### config.mk
export PLATFORM = sky130hd
export DESIGN_NAME = rs3d_cand_engine_flat
export DESIGN_NICKNAME = d
export VERILOG_FILES = /design/src/rtl/rs3d_cand_engine_if.sv /design/src/rtl/rs3d_cand_engine.sv /design/src/flat_wrapper.sv
export SDC_FILE = /design/constraint.sdc
export NUM_CORES = 1
export LEC_CHECK = 0
export BUFFER_PORTS_ARGS = -buffer_cell sky130_fd_sc_hd__buf_4
export CORE_ASPECT_RATIO = 0.9
export CORE_UTILIZATION = 35
export CTS_CLUSTER_DIAMETER = 60
export DETAILED_ROUTE_END_ITERATION = 7
export GPL_TIMING_DRIVEN = 0
export PLACE_DENSITY = 0.64
export SYNTH_ARGS = -nofsm -noshare
export SYNTH_HDL_FRONTEND = slang
export SYNTH_SLANG_ARGS = --single-unit
### constraint.sdc
create_clock -name i_clk -period 6.1 [get_ports i_clk]
set_input_delay 0.305 -clock i_clk [delete_from_list [all_inputs] [get_ports i_clk]]
set_output_delay 0.305 -clock i_clk [all_outputs]
set_load 0.05 [all_outputs]
### src/rtl/rs3d_cand_engine_if.sv
// Probe/SAD handshake between the candidate engine (master) and the search-window/SAD path (slave).
interface rs3d_cand_engine_if #(
  parameter int MVW  = 7,
  parameter int SADW = 16
);
  logic [2*MVW-1:0] probe_mv;
  logic             probe_valid;
  logic             probe_ready;
  logic [SADW-1:0]  sad_in;
  logic             sad_valid;

  modport master (
    output probe_mv, probe_valid,
    input  probe_ready, sad_in, sad_valid
  );

  modport slave (
    input  probe_mv, probe_valid,
    output probe_ready, sad_in, sad_valid
  );
endinterface

### src/rtl/rs3d_cand_engine.sv
// 3DRS candidate evaluation engine: probes each valid candidate MV, keeps the lowest SAD+penalty.
// Optional RS3D_ZERO_CAND_EN: evaluate a zero vector with zero penalty ahead of candidate 0.
//
// state    | meaning
// S_IDLE   | waiting for i_start, candidates latched on acceptance
// S_SCAN   | priority search for the next unevaluated valid candidate
// S_ISSUE  | probe presented, held until the SAD path accepts it
// S_WAIT   | waiting for the SAD of the accepted probe
// S_FINISH | publish best vector/cost and pulse done
module rs3d_cand_engine #(
  parameter int NCAND = 4,
  parameter int MVW   = 7,
  parameter int SADW  = 16,
  parameter int PENW  = 8
) (
  input  logic                    i_clk,
  input  logic                    i_reset,
  input  logic                    i_start,
  input  logic [NCAND*2*MVW-1:0]  i_cand_mv,
  input  logic [NCAND*PENW-1:0]   i_cand_pen,
  input  logic [NCAND-1:0]        i_cand_valid,
  rs3d_cand_engine_if.master      io_sad,
  output logic [2*MVW-1:0]        o_mv_out,
  output logic [SADW:0]           o_cost_out,
  output logic                    o_done,
  output logic                    o_busy
);

`ifdef RS3D_ZERO_CAND_EN
  localparam int NTOT = NCAND + 1;
`else
  localparam int NTOT = NCAND;
`endif
  localparam int IW = $clog2(NTOT + 1);

  typedef enum logic [2:0] {S_IDLE, S_SCAN, S_ISSUE, S_WAIT, S_FINISH} state_t;

  state_t                r_state;
  logic [NTOT*2*MVW-1:0] r_mv;
  logic [NTOT*PENW-1:0]  r_pen;
  logic [NTOT-1:0]       r_valid;
  logic [IW-1:0]         r_idx;
  logic [SADW:0]         r_best_cost;
  logic [2*MVW-1:0]      r_best_mv;
  logic [2*MVW-1:0]      r_probe_mv;
  logic                  r_probe_valid;
  logic [2*MVW-1:0]      r_mv_out;
  logic [SADW:0]         r_cost_out;
  logic                  r_done;
  logic                  r_busy;

  logic [NTOT*2*MVW-1:0] w_mv_ext;
  logic [NTOT*PENW-1:0]  w_pen_ext;
  logic [NTOT-1:0]       w_valid_ext;
  logic                  w_found;
  logic [IW-1:0]         w_next;
  logic [PENW-1:0]       w_pen;
  logic [SADW:0]         w_cost;

`ifdef RS3D_ZERO_CAND_EN
  assign w_mv_ext    = {i_cand_mv, {(2*MVW){1'b0}}};
  assign w_pen_ext   = {i_cand_pen, {PENW{1'b0}}};
  assign w_valid_ext = {i_cand_valid, 1'b1};
`else
  assign w_mv_ext    = i_cand_mv;
  assign w_pen_ext   = i_cand_pen;
  assign w_valid_ext = i_cand_valid;
`endif

  // Evaluated entries are cleared from r_valid, so the lowest set bit is the next candidate.
  always_comb begin
    w_found = 1'b0;
    w_next  = '0;
    for (int i = NTOT - 1; i >= 0; i--) begin
      if (r_valid[i]) begin
        w_found = 1'b1;
        w_next  = IW'(i);
      end
    end
  end

  assign w_pen  = r_pen[r_idx*PENW +: PENW];
  assign w_cost = {1'b0, io_sad.sad_in} + {{(SADW+1-PENW){1'b0}}, w_pen};

  always_ff @(posedge i_clk) begin
    if (i_reset) begin
      r_state       <= S_IDLE;
      r_mv          <= '0;
      r_pen         <= '0;
      r_valid       <= '0;
      r_idx         <= '0;
      r_best_cost   <= '0;
      r_best_mv     <= '0;
      r_probe_mv    <= '0;
      r_probe_valid <= 1'b0;
      r_mv_out      <= '0;
      r_cost_out    <= '0;
      r_done        <= 1'b0;
      r_busy        <= 1'b0;
    end else begin
      r_done <= 1'b0;
      case (r_state)
        S_IDLE: begin
          if (i_start) begin
            r_mv        <= w_mv_ext;
            r_pen       <= w_pen_ext;
            r_valid     <= w_valid_ext;
            r_best_cost <= '1;
            r_best_mv   <= '0;
            r_idx       <= '0;
            r_busy      <= 1'b1;
            r_state     <= S_SCAN;
          end
        end
        S_SCAN: begin
          if (w_found) begin
            r_idx           <= w_next;
            r_valid[w_next] <= 1'b0;
            r_probe_mv      <= r_mv[w_next*2*MVW +: 2*MVW];
            r_probe_valid   <= 1'b1;
            r_state         <= S_ISSUE;
          end else begin
            r_state <= S_FINISH;
          end
        end
        S_ISSUE: begin
          if (io_sad.probe_ready) begin
            r_probe_valid <= 1'b0;
            r_state       <= S_WAIT;
          end
        end
        S_WAIT: begin
          if (io_sad.sad_valid) begin
            // Strict compare keeps the earliest candidate on ties.
            if (w_cost < r_best_cost) begin
              r_best_cost <= w_cost;
              r_best_mv   <= r_mv[r_idx*2*MVW +: 2*MVW];
            end
            r_idx   <= r_idx + 1'b1;
            r_state <= S_SCAN;
          end
        end
        S_FINISH: begin
          r_mv_out   <= r_best_mv;
          r_cost_out <= r_best_cost;
          r_done     <= 1'b1;
          r_busy     <= 1'b0;
          r_state    <= S_IDLE;
        end
        default: r_state <= S_IDLE;
      endcase
    end
  end

  assign io_sad.probe_mv    = r_probe_mv;
  assign io_sad.probe_valid = r_probe_valid;
  assign o_mv_out           = r_mv_out;
  assign o_cost_out         = r_cost_out;
  assign o_done             = r_done;
  assign o_busy             = r_busy;

endmodule

### src/flat_wrapper.sv
// flat-port wrapper written by rule: the top's interface ports become plain ports
module rs3d_cand_engine_flat 
#(
  parameter int NCAND = 4,
  parameter int MVW   = 7,
  parameter int SADW  = 16,
  parameter int PENW  = 8
)
  (i_clk, i_reset, i_start, i_cand_mv, i_cand_pen, i_cand_valid, o_mv_out, o_cost_out, o_done, o_busy, io_sad_probe_mv, io_sad_probe_valid, io_sad_probe_ready, io_sad_sad_in, io_sad_sad_valid);
  rs3d_cand_engine_if #(.MVW(MVW), .SADW(SADW)) io_sad_i ();
  input  logic i_clk;
  input  logic i_reset;
  input  logic i_start;
  input  logic [NCAND*2*MVW-1:0] i_cand_mv;
  input  logic [NCAND*PENW-1:0] i_cand_pen;
  input  logic [NCAND-1:0] i_cand_valid;
  output logic [2*MVW-1:0] o_mv_out;
  output logic [SADW:0] o_cost_out;
  output logic o_done;
  output logic o_busy;
  output wire logic [$bits(io_sad_i.probe_mv)-1:0] io_sad_probe_mv;
  output wire logic [$bits(io_sad_i.probe_valid)-1:0] io_sad_probe_valid;
  input wire logic [$bits(io_sad_i.probe_ready)-1:0] io_sad_probe_ready;
  input wire logic [$bits(io_sad_i.sad_in)-1:0] io_sad_sad_in;
  input wire logic [$bits(io_sad_i.sad_valid)-1:0] io_sad_sad_valid;
  assign io_sad_probe_mv = io_sad_i.probe_mv;
  assign io_sad_probe_valid = io_sad_i.probe_valid;
  assign io_sad_i.probe_ready = io_sad_probe_ready;
  assign io_sad_i.sad_in = io_sad_sad_in;
  assign io_sad_i.sad_valid = io_sad_sad_valid;
  rs3d_cand_engine #(.NCAND(NCAND), .MVW(MVW), .SADW(SADW), .PENW(PENW)) u_core (.i_clk(i_clk), .i_reset(i_reset), .i_start(i_start), .i_cand_mv(i_cand_mv), .i_cand_pen(i_cand_pen), .i_cand_valid(i_cand_valid), .io_sad(io_sad_i), .o_mv_out(o_mv_out), .o_cost_out(o_cost_out), .o_done(o_done), .o_busy(o_busy));
endmodule
Word level (Yosys, flattened, before mapping)
Cells that the tools add are included.
W data, S select, Z words.
{"block": "word_totals", "inputBits": 113, "regBits": 177, "elab_cells": 85, "output_inout_bits": 48}
{"block": "op_classes", "reduce_logical": 15, "multipliers": 2, "mux": 36, "addsub": 2, "bitwise_logic": 2, "order_cmp": 3, "n_eq_ne": 9, "shift": 3}
{"cell": "$shiftx A56 B9 Y14", "count": 2}
{"cell": "$mux W17", "count": 3}
{"cell": "$mux W14", "count": 3}
{"cell": "$pmux W17 S2", "count": 1}
{"cell": "$shiftx A32 B7 Y8", "count": 1}
{"cell": "$pmux W14 S2", "count": 1}
{"cell": "$mux W3", "count": 7}
{"cell": "$add A16 B8 Y17", "count": 1}
{"cell": "$lt A17 B17 Y1", "count": 1}
{"cell": "$pmux W3 S4", "count": 1}
{"cell": "$mux W1", "count": 9}
{"cell": "$pmux W3 S3", "count": 1}
{"cell": "$reduce_and A3 Y1", "count": 3}
{"cell": "$mux W2", "count": 4}
{"cell": "$mux W4", "count": 2}
{"cell": "$pmux W4 S2", "count": 1}
{"cell": "$reduce_and A4 Y1", "count": 2}
{"cell": "$reduce_bool A2 Y1", "count": 4}
{"cell": "$eq A3 B2 Y1 const B", "count": 2}
{"cell": "$mul A3 B3 Y6 const B", "count": 1}
{"cell": "$ne A2 B2 Y1 const B", "count": 3}
{"cell": "$reduce_and A2 Y1", "count": 3}
{"cell": "$mul A2 B3 Y5 const B", "count": 1}
{"cell": "$and A4 B4 Y4", "count": 1}
{"cell": "12 further kinds", "count": 14}

Longest topological paths before layout
Gate-level depths: netlist of run 1.
{"block": "depth", "depth_word": 12, "ltp_mapped": 19, "mapped_depth_nobuf": 16}

Least setup slack after synthesis of run 1
Ideal clock, no wire load.
{"block": "synth_timing", "kind": "register to register", "startpoint": "register u_core.r_idx[0]", "endpoint": "register u_core.r_best_mv[10]", "slack_ns": 1.383, "arrival_time_ns": 4.646, "stages_incl_launch_ff": 20, "setup_ns": 0.072, "n_path_buf": 3, "required_time_ns": 6.028, "period_less_slack_ns": 4.717, "cell_sequence": "dfxtp_1 -> buf_2 -> buf_2 -> mux4_2 -> nor2b_1 -> ha_1 -> fa_1 -> a211oi_1 -> o21ai_0 -> a31o_2 -> nand3_1 -> xor2_1 -> inv_1 -> ha_1 -> and4_1 -> o311ai_0 -> a21o_1 -> a21oi_2 -> buf_4 -> mux2i_1"}
{"block": "synth_via", "elab_chain_len": 5, "elab_cells_between_ends": 10, "cone_classes": "1 x add/sub; 1 x mul; 1 x order compare; 1 x eq/ne; 2 x shift; 3 x mux; 1 x reduce/logical"}
{"item": "start: declaration", "line": "rs3d_cand_engine.sv:42", "source": "logic [IW-1:0] r_idx;"}
{"item": "start signal: assignment", "line": "rs3d_cand_engine.sv:117", "source": "r_idx <= w_next;"}
{"item": "start signal: assignment", "line": "rs3d_cand_engine.sv:139", "source": "r_idx <= r_idx + 1'b1;"}
{"item": "$shiftx A32 B7 Y8 or $mul A3 B3 Y6 (tied branches)", "line": "rs3d_cand_engine.sv:82, rs3d_cand_engine.sv:137"}
{"item": "$add A16 B8 Y17 or $shiftx A56 B9 Y14 (tied branches)", "line": "rs3d_cand_engine.sv:83, rs3d_cand_engine.sv:137"}
{"item": "$lt A17 B17 Y1 or $mux W14 (tied branches)", "line": "rs3d_cand_engine.sv:135", "source": "if (w_cost < r_best_cost) begin"}
{"item": "$ne A2 B1 Y1 (no line) or $mux W14 (tied branches)"}
{"item": "$reduce_and A4 Y1 (no line) or $pmux W14 S2 (tied branches)"}
{"item": "end signal: assignment", "line": "rs3d_cand_engine.sv:137", "source": "r_best_mv <= r_mv[r_idx*2*MVW +: 2*MVW];"}
{"item": "end: declaration", "line": "rs3d_cand_engine.sv:44", "source": "logic [2*MVW-1:0] r_best_mv;"}
Several ways; a longest one is shown, not always the timed one. The select of a mux whose other input is x is not followed.
A chain may end at the register's enable or synchronous reset.

Worst setup path in the final report of run 1
{"block": "layout_timing", "startpoint": "register u_core.r_idx[0]", "endpoint": "register u_core.r_best_mv[9]"}
Same word-level chain as after synthesis.

==> results of run 1 <==
metal layers:
metal	vias to the layer above	part of all wire, %	track usage (%)
met4	0	2.3	7.15
met5	-	0	0
met3	35	6.5	4.26
li1	3743	-	-
met1	3487	46	28.8
met2	239	45	32.1
worst paths after layout:
check	cells after the start	to	slack, ps
setup reg to reg	19	u_core.r_best_mv[9]	640
hold / removal	3	u_core.r_mv[53]	110
hold reg to reg	2	u_core.o_mv_out[3]	450
setup / recovery	19	u_core.r_best_mv[9]	640
report_power, final:
group,internal (mW),switching [mW]
sequential,1.23,0.0593
combinational,0.236,0.354
clock,0.597,0.467
total,2.07,0.880
cell families after synthesis:
group	count (synthesis)	synth area share [%]
AND/OR/NAND/NOR	389	19.3
multiplexers	52	9.96
AO/OA/AOI/OAI	225	17.1
adder cells (fa/ha/maj)	26	4.08
flip-flops	177	43.4
XOR/XNOR	14	1.50
buffers and inverters	95	4.60
area by class of cell:
class / count / area, um^2 / share of cell area (%)
clock buffers: 21 / 470 / 4.57
inverters: 25 / 93.8 / 0.911
multi-input cells: 706 / 4240 / 41.2
repair buffers: 159 / 1190 / 11.6
well taps: 297 / 372 / 3.61
plain buffers: 70 / 282 / 2.73
flip-flops and latches: 177 / 3540 / 34.4
clock inverters: 10 / 101 / 0.984
cell usage in the layout (no fill, tap or decap), types with 22 or more instances in the layout:
cell type | Yosys | routed
ha_1 | 25 | 25
buf_4 | 1 | 160
nor2_1 | 58 | 58
clkbuf_1 | 56 | 57
dfxtp_1 | 177 | 177
a211oi_1 | 24 | 24
inv_1 | 25 | 25
nand2_1 | 285 | 285
a21oi_1 | 140 | 140
mux4_2 | 22 | 22
worst max-delay path, delay by kind of cell, from the launching register on:
family / cells / cell delay [ps]
simple gates: 3 / 460
flops: 1 / 320
buf+inv: 4 / 900
compound gates: 6 / 1760
fa+ha+maj: 3 / 940
mux: 2 / 790
xor+xnor: 1 / 190
sequential cells by signal, summed over array words and instances (netlist names):
| signal | count |
|---|---|
| u_core.r_mv | 56 |
| u_core.r_pen | 32 |
| u_core.o_cost_out | 17 |
| u_core.r_best_cost | 17 |
| u_core.io_sad.probe_mv | 14 |
| u_core.o_mv_out | 14 |
| u_core.r_best_mv | 14 |
| u_core.r_valid | 4 |
| u_core.r_idx | 3 |
| u_core.r_state | 3 |
| u_core.io_sad.probe_valid | 1 |
| u_core.o_busy | 1 |
| u_core.o_done | 1 |
==> reports/qor.yml, run 1 <==
run_status:
  status: "finished clean"
power:
  p_leak_nw: 4.11
  vdd_ir_drop_max_v: 0.000117
  p_per_area_nw_per_um2: 286
  power_mw: 2.95
timing:
  fmax_mhz: 183
  worst_slew_pin_slew_ps: 953
  fin_crit_ps: 5460
  fin_skew_ps: 9.76
  post-route-period-util_pct: 89.5
  hold_violations: 0
  fin_tns_setup_ps: 0
  drv_slew: 0
  worst_slack_ps: 641
  rsz0062_at_grt: "no"
  slew_headroom_pct: 36.2
  timing.hold.ws_ps: 111
  setup_viol: 0
drt:
  drc_errors: 0
  viasPerCell: 5.12
  wl_per_cell_um: 16.5
  dr.pass1.iters: 6
  vias: 7504
  ant_nets: 0
  finalWirelength_um: 24100
  dr.first_iter.drc_count: 435
die:
  die-area_um2: 23900
  die_w_um: 163
  initial_core_util_pct: 35.9
  num_rows: 52
  dieHeight_um: 147
  core_area_um2: 22700
  io_pins: 161
critical_path:
  slowest_stage: "mux4_2"
  path_cells: "buf_2, buf_2, mux4_2, nor2b_1, ha_1, fa_1, a211oi_1, o21ai_0, a31o_2, nand3_1, xor2_1, inv_1, ha_1, and4_1, o311ai_0, a21o_1, a21oi_2, buf_4, mux2i_1"
  cp-startpoint: "u_core.r_idx[0]"
  worstPathMaxFanout: 10
  critPathArrivalTime_ps: 5820
  start_kind: "flip-flop"
  criticalPathCategory: "reg2reg"
  required_ps: 6460
  reg2reg_from: "u_core.r_idx[0]"
  critPathCaptureType: "flip-flop"
  worst_path_largest_cell_delay_ps: 570
synth:
  synthesis.nets: 1117
  async_flop_share_pct: 0
  synthCells: 978
  ys_warn_count: 0
  yosysMostFrequentCell: "nand2_1"
  yosys-top-cells-count: "nand2_1 (285), dfxtp_1 (177), a21oi_1 (140), nor2_1 (58), clkbuf_1 (56)"
  synthFlopType: "dfxtp_1"
  synth_seq_area_share_pct: 43.4
  ys_types: 54
  synth_top_area_cell: "dfxtp_1"
  avgSynthCellArea_um2: 8.35
  synth_edf_count: 0
  synth_area_leaders: "dfxtp_1 (43%), nand2_1 (13%), a21oi_1 (8.6%), mux4_2 (6.1%), ha_1 (3.8%)"
  synth-seq-cells: 177
  synth_top_cell_area_share_pct: 43.4
  syn-cell-area_um2: 8160
flow_run:
  drv_cap: 0
clock_network:
  clock_sinks: 177
  cts_setup_buffers: 0
  h-tree-depth: 4
  worst_skew_pair.late_latency_ps: 440
  ctsHoldBuffers: 0
  clkSlewWorstSetupHoldPaths_ps: 70
  ctsResizeCount: 0
  clockBufferDepth: 2
  cts_inserted_buffers: 17
  cts_tree: "yes"
  root_buffer: "clkbuf_16"
cells_and_area:
  fin_util_pct: 45.4
  antennaDiodeCount: 0
  stdcell_count: 1465
  layout-drive-gt1-share_pct: 21.3
  area_growth_pct: 26.2
  nNetsFinal: 1295
  nFillCells: 2274
  final_area_um2: 10300
place:
  io_buffer_count: 159
  dp.cells: 1434
  globalplace.congestion: 0.875
  placed_cell_area_um2: 9730
  dp.final_hpwl_um: 18600
  pre_cts_ws_ps: 656
worst_hold_path:
  hold_path.class: "in2reg"
  hp-start: "i_cand_mv[53]"
global_routing:
  antenna_found_initial: 0
  grt_pass1_wl_um: 38100
  grt_pass1_vias: 7113
  gr-usage-all-layers_pct: 20.8
  grt_max_degree: 17
  gr-total-overflow: 0
Power figures use the tool's default switching activity.
==> run 2: changes to the inputs <==
BUFFER_PORTS_ARGS = -buffer_cell sky130_fd_sc_hd__buf_2   (was -buffer_cell sky130_fd_sc_hd__buf_4)
CORE_UTILIZATION = 30   (was 35)
PLACE_DENSITY = 0.58   (was 0.64)
SKIP_CTS_REPAIR_TIMING = 1   (was not set)
==> reports/qor.yml, run 2 (synthesis results as in run 1) <==
cells_and_area:
  final_area_um2: 9990  # was 10300 um^2
  reg_top3: "u_core.r_mv: 56 flops, u_core.r_pen: 32 flops"  # unchanged
  layout-drive-gt1-share_pct: 21.5  # was 21.3%
  top_register: "u_core.r_mv"  # unchanged
  area_growth_pct: 22.4  # was 26.2%
  nFillCells: 2749  # was 2274
  regArea_um2: 3540  # unchanged
  multiInputGateArea_um2: 4240  # unchanged
  nNetsFinal: 1295  # unchanged
  layout_common_cells: "nand2_1 (285), dfxtp_1 (177), buf_2 (171)"  # was nand2_1 (285), dfxtp_1 (177), buf_4 (160)
  largest_register_ffs: 56  # unchanged
  final_common_cell: "nand2_1"  # unchanged
flow_run:
  drv_cap: 0  # unchanged
global_routing:
  grt_pass1_wl_um: 38800  # was 38100 um
  grt_use_met2_pct: 28.9  # was 32.1%
  met3_usage_pct: 3.70  # was 4.26%
  busiest_layer: "met2"  # unchanged
  grt_max_degree: 19  # was 17
  gr-usage-all-layers_pct: 18.4  # was 20.8%
  met1_usage_pct: 24.8  # was 28.8%
  grt_pass1_vias: 7238  # was 7113
  gr-total-overflow: 0  # unchanged
  antenna_found_initial: 3  # was 0
die:
  core_area_um2: 26400  # was 22700 um^2
  die_w_um: 176  # was 163 um
  dieHeight_um: 158  # was 147 um
  io_pins: 161  # unchanged
  initial_core_util_pct: 30.9  # was 35.9%
  num_rows: 56  # was 52
  die-area_um2: 27900  # was 23900 um^2
timing:
  worst_slew_pin_slew_ps: 859  # was 953 ps
  post-route-period-util_pct: 89.6  # was 89.5%
  setup_viol: 0  # unchanged
  fmax_mhz: 183  # about the same
  fin_skew_ps: 13.7  # was 9.76 ps
  fin_tns_setup_ps: 0  # unchanged
  hold_violations: 0  # unchanged
  rsz0062_at_grt: "no"  # unchanged
  drv_slew: 0  # unchanged
  fin_crit_ps: 5470  # was 5460 ps
  slew_headroom_pct: 42.6  # was 36.2%
  timing.hold.ws_ps: 96.2  # was 111 ps
drt:
  wl_per_cell_um: 16.6  # was 16.5 um
  ant_nets: 0  # unchanged
  finalWirelength_um: 25200  # was 24100 um
  vias: 7416  # was 7504
  drc_errors: 4  # was 0
  viasPerCell: 4.88  # was 5.12
  dr.pass1.iters: 8  # was 6
  dr.first_iter.drc_count: 499  # was 435
critical_path:
  worst_path_largest_cell_delay_ps: 570  # about the same
  critPathArrivalTime_ps: 5840  # was 5820 ps
  crit_family: "compound AO/OA/AOI/OAI gates"  # unchanged
  critPathCaptureType: "flip-flop"  # unchanged
  criticalPathCategory: "reg2reg"  # unchanged
  slowest_stage: "mux4_2"  # unchanged
  required_ps: 6470  # was 6460 ps
  start_kind: "flip-flop"  # unchanged
  path_cells: "buf_2, buf_2, mux4_2, nor2b_1, ha_1, fa_1, a211oi_1, o21ai_0, a31o_2, nand3_1, xor2_1, inv_1, ha_1, and4_1, o311ai_0, a21o_1, a21oi_2, buf_4, mux2i_1"  # unchanged
  path_buf_inv: 4  # unchanged
  worstPathMaxFanout: 10  # unchanged
clock_network:
  clock_sinks: 177  # unchanged
  root_buffer: "clkbuf_16"  # unchanged
  clockBufferDepth: 2  # unchanged
  cts_tree: "yes"  # unchanged
  h-tree-depth: 4  # unchanged
  worst_skew_pair.late_latency_ps: 440  # about the same
  cts_inserted_buffers: 17  # unchanged
  clkSlewWorstSetupHoldPaths_ps: 70  # about the same
power:
  p_per_area_nw_per_um2: 294  # was 286 nW/um^2
  power_mw: 2.94  # was 2.95 mW
  vdd_ir_drop_max_v: 0.000176  # was 0.000117 V
  p_leak_nw: 4.01  # was 4.11 nW
run_status:
  status: "finished, violations left"  # was finished clean
  violations: "DRC"
place:
  globalplace.congestion: 0.877  # was 0.875
  placed_cell_area_um2: 9390  # was 9730 um^2
  dp.final_hpwl_um: 19500  # was 18600 um
  io_buffer_count: 159  # unchanged
worst_hold_path:
  hold_path.class: "in2reg"  # unchanged
## run 2: through the flow
stage | utilization (%) | worst slack (ps) | std cells
finish | 37.8 | 635 | 1520
global route | 37.8 | 129 | 1518
CTS | 37.8 | 567 | 1517
detailed placement | 35.6 | 579 | 1485
global placement | 35.6 | 660 | 1485
floorplan | - | 1380 | 978
## run 2: layout make-up
class / count / share of cell area (%)
repair buffers: 159 / 7.97
plain buffers: 70 / 2.82
multi-input cells: 706 / 42.5
inverters: 25 / 0.939
flip-flops and latches: 177 / 35.5
diodes: 3 / 0.0752
clock inverters: 14 / 1.49
clock buffers: 18 / 4.40
well taps: 348 / 4.36
## run 2: power by group
group	leakage (nW)	total (mW)	switching [mW]	internal, mW
combinational	2.29	0.564	0.355	0.209
sequential	1.45	1.29	0.0592	1.23
clock	0.277	1.08	0.526	0.555
## run 2: tightest hold or removal path, cell delays in order
cell     delay (ps)
buf_2            90
nand2_1          50
a21oi_1          50
## run 2: path summary, 6_finish.rpt
path	start	to	slack, ps	cells after the start
worst max-delay path	u_core.r_idx[0]	u_core.r_best_mv[11]	630	19
worst min-delay path	i_cand_mv[39]	u_core.r_mv[39]	100	3
worst max register to register	u_core.r_idx[0]	u_core.r_best_mv[11]	630	19
worst min register to register	u_core.o_cost_out[14]	u_core.o_cost_out[14]	450	2
## run 2: per-layer routing
layer | vias up | wire (um)
li1 | 3736 | -
met1 | 3469 | 12300
met2 | 180 | 11200
met3 | 31 | 1200
met4 | 0 | 516
met5 | - | 0
